--- config.mk ---
export PLATFORM = sky130hd
export DESIGN_NAME = axi_led_pwm_nch
export DESIGN_NICKNAME = d
export VERILOG_FILES = /design/src/rtl/axi_led_pwm_nch.sv
export SDC_FILE = /design/constraint.sdc
export NUM_CORES = 1
export LEC_CHECK = 0
export CELL_PAD_IN_SITES_DETAIL_PLACEMENT = 1
export CELL_PAD_IN_SITES_GLOBAL_PLACEMENT = 2
export CORE_AREA = 2 2 247 249
export CTS_CLUSTER_DIAMETER = 40
export DETAILED_ROUTE_END_ITERATION = 7
export DIE_AREA = 0 0 249 251
export GPL_ROUTABILITY_DRIVEN = 1
export PLACE_DENSITY_LB_ADDON = 0.1
export SLEW_MARGIN = 20
export SYNTH_ARGS = -nofsm -noshare
export SYNTH_HDL_FRONTEND = slang
export SYNTH_SLANG_ARGS = --single-unit
--- constraint.sdc ---
create_clock -name aclk -period 5.65 [get_ports aclk]
set_input_delay 1.13 -clock aclk [delete_from_list [all_inputs] [get_ports aclk]]
set_output_delay 1.13 -clock aclk [all_outputs]
set_load 0.1 [all_outputs]
--- src/rtl/axi_led_pwm_nch.sv ---
// AXI4-Lite controlled multi-channel LED driver: shared PWM counter plus a
// per-channel engine for static, blink and breathe (triangular duty) modes.
module axi_led_pwm_nch #(
  parameter int CHANNELS     = 3,
  parameter int PWM_WIDTH    = 8,
  parameter int ADDR_WIDTH   = 8,
  parameter bit INVERSE_MODE = 1'b1
) (
  input  logic                  aclk,
  input  logic                  aresetn,
  input  logic [ADDR_WIDTH-1:0] awaddr,
  input  logic [2:0]            awprot,
  input  logic                  awvalid,
  output logic                  awready,
  input  logic [31:0]           wdata,
  input  logic [3:0]            wstrb,
  input  logic                  wvalid,
  output logic                  wready,
  output logic [1:0]            bresp,
  output logic                  bvalid,
  input  logic                  bready,
  input  logic [ADDR_WIDTH-1:0] araddr,
  input  logic [2:0]            arprot,
  input  logic                  arvalid,
  output logic                  arready,
  output logic [31:0]           rdata,
  output logic [1:0]            rresp,
  output logic                  rvalid,
  input  logic                  rready,
  output logic [CHANNELS-1:0]   led
);
  localparam int IW = ADDR_WIDTH - 4;
  localparam logic [PWM_WIDTH-1:0] PWM_MAX = {{(PWM_WIDTH-1){1'b1}}, 1'b0};

  logic [1:0]                 r_ctrl;
  logic [15:0]                r_prescale, r_pre_cnt;
  logic [PWM_WIDTH-1:0]       r_pwm_cnt;
  logic                       r_awready, r_bvalid, r_arready, r_rvalid;
  logic [1:0]                 r_bresp, r_rresp;
  logic [31:0]                r_rdata;
  logic [CHANNELS-1:0]        r_led;
  logic [CHANNELS-1:0]        w_state;
  logic [CHANNELS-1:0][31:0]  w_ch_rdata;
  logic                       w_tick, w_wr_fire, w_rd_fire, w_wr_err, w_rd_err;
  logic [IW-1:0]              w_wr_idx, w_rd_idx;
  logic [31:0]                w_rd_data;
  logic                       w_unused;

  assign w_unused  = ^{awprot, arprot, wstrb, awaddr[1:0], araddr[1:0]};
  assign awready   = r_awready;
  assign wready    = r_awready;
  assign bvalid    = r_bvalid;
  assign bresp     = r_bresp;
  assign arready   = r_arready;
  assign rvalid    = r_rvalid;
  assign rdata     = r_rdata;
  assign rresp     = r_rresp;
  assign led       = r_led;

  assign w_wr_fire = r_awready && awvalid && wvalid;
  assign w_rd_fire = r_arready && arvalid;
  assign w_wr_idx  = awaddr[ADDR_WIDTH-1:4];
  assign w_rd_idx  = araddr[ADDR_WIDTH-1:4];
  assign w_wr_err  = w_wr_idx > IW'(CHANNELS);
  assign w_rd_err  = w_rd_idx > IW'(CHANNELS);
  assign w_tick    = r_pre_cnt >= r_prescale;

  always_comb begin
    w_rd_data = '0;
    if (w_rd_idx == '0) begin
      case (araddr[3:2])
        2'd0:    w_rd_data = {30'd0, r_ctrl};
        2'd1:    w_rd_data = {16'd0, r_prescale};
        2'd2:    w_rd_data = {{(32-CHANNELS){1'b0}}, w_state};
        default: w_rd_data = '0;
      endcase
    end else begin
      for (int ch = 0; ch < CHANNELS; ch++) begin
        if (w_rd_idx == IW'(ch + 1)) w_rd_data = w_ch_rdata[ch];
      end
    end
  end

  always_ff @(posedge aclk or negedge aresetn) begin
    if (!aresetn) begin
      r_ctrl     <= '0;
      r_prescale <= '0;
      r_pre_cnt  <= '0;
      r_pwm_cnt  <= '0;
      r_awready  <= 1'b0;
      r_bvalid   <= 1'b0;
      r_bresp    <= '0;
      r_arready  <= 1'b0;
      r_rvalid   <= 1'b0;
      r_rresp    <= '0;
      r_rdata    <= '0;
      r_led      <= {CHANNELS{INVERSE_MODE}};
    end else begin
      // Ready is a single-cycle pulse; the !r_awready term stops a double accept
      r_awready <= awvalid && wvalid && !r_bvalid && !r_awready;
      if (w_wr_fire) begin
        r_bvalid <= 1'b1;
        r_bresp  <= w_wr_err ? 2'b10 : 2'b00;
        if (w_wr_idx == '0) begin
          case (awaddr[3:2])
            2'd0:    r_ctrl     <= wdata[1:0];
            2'd1:    r_prescale <= wdata[15:0];
            default: ;
          endcase
        end
      end else if (bready) begin
        r_bvalid <= 1'b0;
      end
      r_arready <= arvalid && !r_rvalid && !r_arready;
      if (w_rd_fire) begin
        r_rvalid <= 1'b1;
        r_rdata  <= w_rd_data;
        r_rresp  <= w_rd_err ? 2'b10 : 2'b00;
      end else if (rready) begin
        r_rvalid <= 1'b0;
      end
      r_pre_cnt <= w_tick ? 16'd0 : r_pre_cnt + 16'd1;
      if (w_tick) r_pwm_cnt <= (r_pwm_cnt >= PWM_MAX) ? '0 : r_pwm_cnt + 1'b1;
      r_led <= w_state ^ {CHANNELS{INVERSE_MODE}};
    end
  end

  for (genvar gi = 0; gi < CHANNELS; gi++) begin : g_ch
    logic                 r_en, r_phase, r_dir_dn, r_armed;
    logic [1:0]           r_mode, r_mode_q;
    logic [PWM_WIDTH-1:0] r_duty, r_eff;
    logic [31:0]          r_period, r_timer;
    logic                 w_we, w_clear, w_step, w_blink, w_breathe, w_on;
    logic [31:0]          w_per_m1;
    logic [PWM_WIDTH-1:0] w_eff;

    assign w_we      = w_wr_fire && (w_wr_idx == IW'(gi + 1));
    assign w_blink   = r_mode == 2'd1;
    assign w_breathe = r_mode == 2'd2;
    assign w_per_m1  = (r_period == 32'd0) ? 32'd0 : r_period - 32'd1;
    assign w_step    = r_timer >= w_per_m1;
    assign w_clear   = !r_en || r_ctrl[0] || (r_armed && r_mode != r_mode_q);
    assign w_eff     = w_breathe ? r_eff : r_duty;
    assign w_on      = (r_pwm_cnt < w_eff) && (!w_blink || r_phase);
    assign w_state[gi] = r_ctrl[1] && r_en && !r_ctrl[0] && w_on;
    assign w_ch_rdata[gi] =
        (araddr[3:2] == 2'd0) ? {{(24-PWM_WIDTH){1'b0}}, r_duty, 5'd0, r_mode, r_en} :
        (araddr[3:2] == 2'd1) ? r_period :
        (araddr[3:2] == 2'd2) ? {{(32-PWM_WIDTH){1'b0}}, w_eff} : 32'd0;

    always_ff @(posedge aclk or negedge aresetn) begin
      if (!aresetn) begin
        r_en     <= 1'b0;
        r_mode   <= '0;
        r_duty   <= '0;
        r_period <= '0;
      end else if (w_we) begin
        case (awaddr[3:2])
          2'd0: begin
            r_en   <= wdata[0];
            r_mode <= wdata[2:1];
            r_duty <= wdata[8 +: PWM_WIDTH];
          end
          2'd1:    r_period <= wdata;
          default: ;
        endcase
      end
    end

    // Engine: cleared while disabled, armed one clock after release (phase=1)
    always_ff @(posedge aclk or negedge aresetn) begin
      if (!aresetn) begin
        r_mode_q <= '0;
        r_timer  <= '0;
        r_phase  <= 1'b0;
        r_eff    <= '0;
        r_dir_dn <= 1'b0;
        r_armed  <= 1'b0;
      end else begin
        r_mode_q <= r_mode;
        if (w_clear) begin
          r_timer  <= '0;
          r_phase  <= 1'b0;
          r_eff    <= '0;
          r_dir_dn <= 1'b0;
          r_armed  <= 1'b0;
        end else if (!r_armed) begin
          r_timer  <= '0;
          r_phase  <= 1'b1;
          r_eff    <= '0;
          r_dir_dn <= 1'b0;
          r_armed  <= 1'b1;
        end else begin
          r_timer <= w_step ? 32'd0 : r_timer + 32'd1;
          if (w_blink && w_step) r_phase <= ~r_phase;
          if (w_breathe) begin
            if (r_eff > r_duty) begin
              r_eff    <= r_duty;
              r_dir_dn <= 1'b1;
            end else if (r_duty == '0) begin
              r_eff    <= '0;
              r_dir_dn <= 1'b0;
            end else if (w_step) begin
              if (r_dir_dn ? (r_eff == '0) : (r_eff != r_duty)) begin
                r_eff    <= r_eff + 1'b1;
                r_dir_dn <= (r_eff + 1'b1) == r_duty;
              end else begin
                r_eff    <= r_eff - 1'b1;
                r_dir_dn <= r_eff != PWM_WIDTH'(1);
              end
            end
          end
        end
      end
    end
  end
endmodule
==> summary.md <==
The half-perimeter wire length after detailed placement was 57.3 mm. The final critical path takes up 90.4% of the cycle. The count of buffers added on input and output ports is 92. The first detailed-routing pass took 5 iterations.

The clock-pin slew on the worst setup and hold paths works out to 50 ps. Max-capacitance violation count: 0. The tools report the worst hold slack across all endpoints as 467 ps. The capturing element type of the critical path is a register. In the routed design, unresolved DRC markers number 0. 109 I/O pins were placed. By instance count, the cell type seen most on the critical path is nand2_1. After routing, the total negative slack on setup checks comes to 0 ps. The tools report the signal arrival time at the worst endpoint as 5580 ps.

After technology mapping, the gate count stands at 2,530. After detailed routing, the number of vias per cell comes to 5.62. Setup repair after global routing left no endpoint under its margin. Share of flip-flops with an asynchronous set or reset: 100%. The number of buffers added by the clock tree synthesis step is 79, and the delay of the slowest critical-path stage is 580 ps. The buffer and inverter count on the worst path works out to 1.

The cell family contributing the most delay on the critical path is simple AND/OR/NAND/NOR gates. Entering global routing, the biggest net connects 112 pins. Measured against its own limit, the worst slew margin works out to 26.4%. Cells with a size suffix above 1 make up 13.3% of the layout. The number of enable flip-flop cells after synthesis was 0; the number of hold buffers added after CTS was 0. The maximum clock rate is 196 MHz, and the mean cell area of the mapped netlist is 9.16 sq um.

The post-placement cell area came out at 24,900 sq um. The slowest library cell on the worst path was o31ai_1. In the final layout, the multi-input gates occupy 13,700 sq um.

The static leakage is 12.8 nW. The classification of the worst-slack hold path was reg -> reg. For the worst setup path, the data required time is 6120 ps. The finished cells cover 27,800 sq um.

Ranked by total cell area, the synthesized netlist is headed by dfrtp_1 (37%), ha_1 (9.8%), xor2_1 (5.6%), mux2_2 (5.5%), nor2_1 (4.7%). The Yosys step of the flow raised 0 warnings. Counting flops and latches in the post-synthesis netlist gives 347. Antenna violation net count after detailed routing: 0.

The tools report the category of the worst setup path launch point as a register. The average wire per standard cell works out to 22.2 microns. Between clock sinks in the finished design, the worst skew comes to 37.2 ps. For the sequential fraction of the synthesis area, the log shows 37.5%.

The floorplan step defined a core boundary enclosing 59,800 sq um. TritonCTS built the clock tree. The maximum vdd drop came out at 0.239 mV.

Power comes to 0.00839 W. The total number of clock tree sinks was 347. After clock tree synthesis, the setup repair step added 0 buffers. The instance count after placement with tap cells included was 3,335.

After detailed routing, the total wire length is 77.3 mm. The total area of sequential cells is 8690 sq um. The critical path is of the reg -> reg type. For the pin with the worst max-slew slack, the measured transition is 1100 ps.

The largest fanout on the critical path came out at 5. In this run the number of H-tree levels came out at 3. The quantity of gates resized following cts is 0.

The floorplan step defined a die boundary enclosing 62,500 sq um. The clock reaches the later pin of the worst-skew pair after 640 ps. In the global route stage, overall resource usage came out at 25.0%. Final number of max-transition violations: 0. The clock root buffer was clkbuf_16.

For the weighted congestion at the end of routability-driven global placement, the log shows 0.887. The first routing iteration left 1,001 violations. The number of nets in the layout is 2,881. After synthesis, the most frequently instantiated cells are dfrtp_1 (344), nor2_1 (290), nand2_1 (270). The time the worst path needs with I/O delays and setup is 5110 ps, and the chip height is 251 microns.

The filler cell count is 6,758, and the final hold violation count is 0. The number of unique standard cell types used by synthesis is 100. The run finished with clean final reports. In the synthesized netlist the dominant register cell turns out to be dfrtp_1. The total power per unit cell area works out to 302 nW/um^2. Setup violations remaining at the end of the flow were counted as 0. Among all cell types in the netlist, the one instantiated most often is dfrtp_1. The finished layout holds 3,484 standard cells, fillers aside. The initial utilization of the core area, before any placement, comes to 38.7%.

Counting along the longest clock path gives a buffer depth of 3. The tools report the number of antenna violations at the first check in global routing as 1. In this run the core area contains 90 standard-cell rows. Walking the worst path, the cells encountered are nor4_1, nor2b_1, and4_1, nand2b_1, or2_4, nor3_2, xor2_1, nand2_1, ha_1, a21oi_1, o21ai_0, a211oi_1, inv_1, o21ai_1, nand2_1, o31ai_1, o22ai_1.

The area growth from synthesis to layout is 19.9%. The die is 249 microns wide. The first-pass GRT wire length is 122 mm. The logs give 20,765 for the via count of the first global-routing pass and 0 for the aggregate global routing overflow. The area of the mapped netlist was 23,200 sq um. The via count was 19,597.

The largest total area in the synthesized netlist belongs to dfrtp_1. Fraction of synthesized cell area taken by the top area cell type: 37.2%.
cell families (layout without fill, tap and decap cells):
group,after synthesis,count (layout),share of synthesized area [%]
simple gates,951,951,20.1
flops,347,347,37.5
buf+inv,180,350,3.38
mux,146,146,7.21
xor+xnor,225,225,8.51
fa+ha+maj,181,181,9.78
compound gates,499,499,13.5
other cells,1,3,0.0162
layout by cell type (no fill, tap or decap), types with 30 or more instances in the layout:
cell / Yosys / routed
and3_1: 30 / 30
clkbuf_16: 0 / 79
dfrtp_1: 344 / 344
mux2_2: 113 / 113
nand3_1: 89 / 89
a211oi_1: 38 / 38
xnor2_1: 76 / 76
buf_4: 4 / 30
nor3_1: 53 / 52
o21ai_0: 142 / 142
a21o_1: 30 / 30
clkdlybuf4s50_1: 0 / 89
nand4_1: 38 / 38
ha_1: 181 / 181
inv_1: 76 / 76
xor2_1: 149 / 149
a21oi_1: 137 / 137
nor2_1: 290 / 288
nand2_1: 270 / 270
worst paths after layout:
kind | depth (start not counted) | startpoint | slack [ps] | to
worst max-delay path | 17 | g_ch[1].r_period[4]$_DFFE_PN0P_ | 540 | g_ch[1].r_eff[4]$_DFFE_PN0P_
worst min-delay path | 1 | rvalid$_DFFE_PN0P_ | 470 | arready$_DFF_PN0_
worst max register to register | 17 | g_ch[1].r_period[4]$_DFFE_PN0P_ | 540 | g_ch[1].r_eff[4]$_DFFE_PN0P_
worst min register to register | 1 | rvalid$_DFFE_PN0P_ | 470 | arready$_DFF_PN0_
max in group asynchronous | 2 | aresetn | 3750 | r_pwm_cnt[4]$_DFFE_PN0N_
min in group asynchronous | 1 | aresetn | 560 | g_ch[0].r_timer[27]$_DFF_PN0_
power by group:
part           internal, W  leakage, nW  switching (W)
combinational     0.000239         6.81       0.000588
clock              0.00321         1.38        0.00173
sequential         0.00255         4.60      0.0000766
flip-flops by register name, summed over array words and instances (netlist names), 2 cells and up:
signal         cells
g_ch.r_armed       3
g_ch.r_dir_dn      3
g_ch.r_duty       24
g_ch.r_eff        24
g_ch.r_en          3
g_ch.r_mode        6
g_ch.r_mode_q      6
g_ch.r_period     96
g_ch.r_phase       3
g_ch.r_timer      96
led                3
r_ctrl             2
r_pre_cnt         16
r_prescale        16
r_pwm_cnt          8
rdata             32
metal layers:
metal / track usage (%) / vias to the layer above / wire (microns)
met4: 7.90 / 0 / 2060
met1: 33.3 / 9838 / 35600
met2: 41.6 / 384 / 36700
met3: 3.89 / 121 / 2920
met5: 0 / - / 0
li1: - / 9254 / -
final cells by class:
class / count / area share (%)
clock inverters: 57 / 2.81
clock buffers: 90 / 7.55
repair buffers: 125 / 4.35
multi-input cells: 2004 / 49.4
well taps: 782 / 3.52
flip-flops and latches: 347 / 31.3
inverters: 78 / 1.05
diodes: 1 / 0.00901
stage by stage:
stage / utilization (%) / setup slack (ps)
6_report: 46.5 / 543
5_1_grt: 46.5 / 82.7
2_1_floorplan: - / 1530
3_3_place_gp: 41.6 / 754
3_5_place_dp: 41.6 / 584
4_1_cts: 46.4 / 532
No activity file was read; power rests on OpenSTA's default activity.
==> patch (config.mk and constraints unchanged) <==
Set the parameter `PWM_WIDTH` to 7 (it was 8).
--- a/src/rtl/axi_led_pwm_nch.sv
+++ b/src/rtl/axi_led_pwm_nch.sv
@@ -2,7 +2,7 @@
 // per-channel engine for static, blink and breathe (triangular duty) modes.
 module axi_led_pwm_nch #(
   parameter int CHANNELS     = 3,
-  parameter int PWM_WIDTH    = 8,
+  parameter int PWM_WIDTH    = 7,
   parameter int ADDR_WIDTH   = 8,
   parameter bit INVERSE_MODE = 1'b1
 ) (
Check against the original RTL: not equivalent (Yosys sat finds a counterexample within 4 cycles, from zero or initial values and one cycle with aresetn low).
==> patch against the original RTL <==
- routed wire length fell by 1.6%
- via count fell by 1.7%
- sequential power rose by 2%
- combinational power rose by 61%
- worst hold slack improved by 0.0022 ns
- final area fell by 1.8%
- setup slack got worse by 0.013 ns
- power rose by 5.9%
- synthesized area fell by 2.5%
- fmax fell by 0.26%
- sequential cell count fell by 7
- critical endpoint is now g_ch[1].r_eff[0]
- largest cell class unchanged
==> patch: results (changes against the original RTL) <==
slowest stage cell on the critical path=or4_4; total power=0.00888 W (+5.9%); initial antenna violation count=2 (+1); total number of vias=19.3k (-1.7%); Sw Ratio=28.7% (+0.14 points); worst skew pair latency=0.61 ns (-0.03 ns); r2r worst-path depth=15 (-2); NumNets Final=2,813 (-2.4%); seq pwr=0.00268 W (+2%); synth unique cells=79 (-21%); Max VDD drop=0.282 mV (+18%); vias in the first global route=20.5k (-1.2%); WP data arrival=5.62 ns (+0.04 ns); metal3 WL=2800 microns (-4.1%); Placement Cell Area=0.0244 sq mm (-1.7%); antenna diode count=0 (-1); outcome=finished clean; Worst Max-Slew Pin Slew=1.21 ns (+0.107 ns); total global-route track usage=24.6% (-0.39 points); clk_skew=0.0337 ns (-0.00348 ns); CTS buffer count=78 (-1.3%); post-detail-place hpwl=56,200 microns (-1.9%); M1 WL=34,900 microns (-2.2%); Filler Cell Count=6,707 (-0.75%); gp weighted congestion=0.869 (-2.0%); sequential-to-total area share from yosys stat=37.7% (+0.20 points); top cells by count, synth=dfrtp_1 (337), nand2_1 (272), nor2_1 (251); clock power share=54.8% (-4.0 points); largest net degree at the start of global routing=123 (+9.8%)
## patch: changes by cell type after synthesis, sizes merged, moves of 14 or more
cell / before / now
o21ai: 159 / 126
a21o: 31 / 17
nor2: 292 / 251
buf: 39 / 19
clkbuf: 63 / 78
a21oi: 138 / 118
## patch: cell families (layout without fill, tap and decap cells)
kind of cell	count (synthesis)	count (layout)	synth area share (%)
AO/OA/AOI/OAI	452	452	12.8
XOR/XNOR	223	223	8.77
adder cells (fa/ha/maj)	172	172	9.53
buffers and inverters	187	362	3.19
flip-flops	340	340	37.7
multiplexers	164	164	8.42
other	1	2	0.0166
AND/OR/NAND/NOR	922	922	19.6
## patch: metrics by stage
step	util [%]	instances	setup slack, ns
2_1_floorplan	-	2462	1.02
3_3_place_gp	40.9	3278	0.695
3_5_place_dp	40.9	3278	0.537
4_1_cts	45.6	3419	0.511
5_1_grt	45.6	3419	0.186
6_report	45.6	3419	0.529
## patch: final timing paths
check                           slack (ns)                 start                   to
worst max-delay path                  0.53  g_ch[1].r_period[13]     g_ch[1].r_eff[0]
worst min-delay path                  0.47                rvalid              arready
worst max register to register        0.53  g_ch[1].r_period[13]     g_ch[1].r_eff[0]
max in group asynchronous             3.83               aresetn  g_ch[1].r_timer[27]
worst min register to register        0.47                rvalid              arready
min in group asynchronous             0.59               aresetn  g_ch[0].r_timer[22]
## patch: metal layers
metal  up-vias  GRT usage [%]
li1       9035              -
met1      9722           32.5
met2       356           40.9
met3       141           3.66
met4         2           8.95
met5         -              0
## patch: cell type report
cell class              count  area [sq um]  share of cell area [%]
multi-input cells        1935         13400                    49.1
inverters                  90           338                    1.24
well taps                 782           978                    3.59
clock buffers             103          2230                    8.17
repair buffers            131          1240                    4.54
clock inverters            38           589                    2.16
flip-flops and latches    340          8510                    31.2
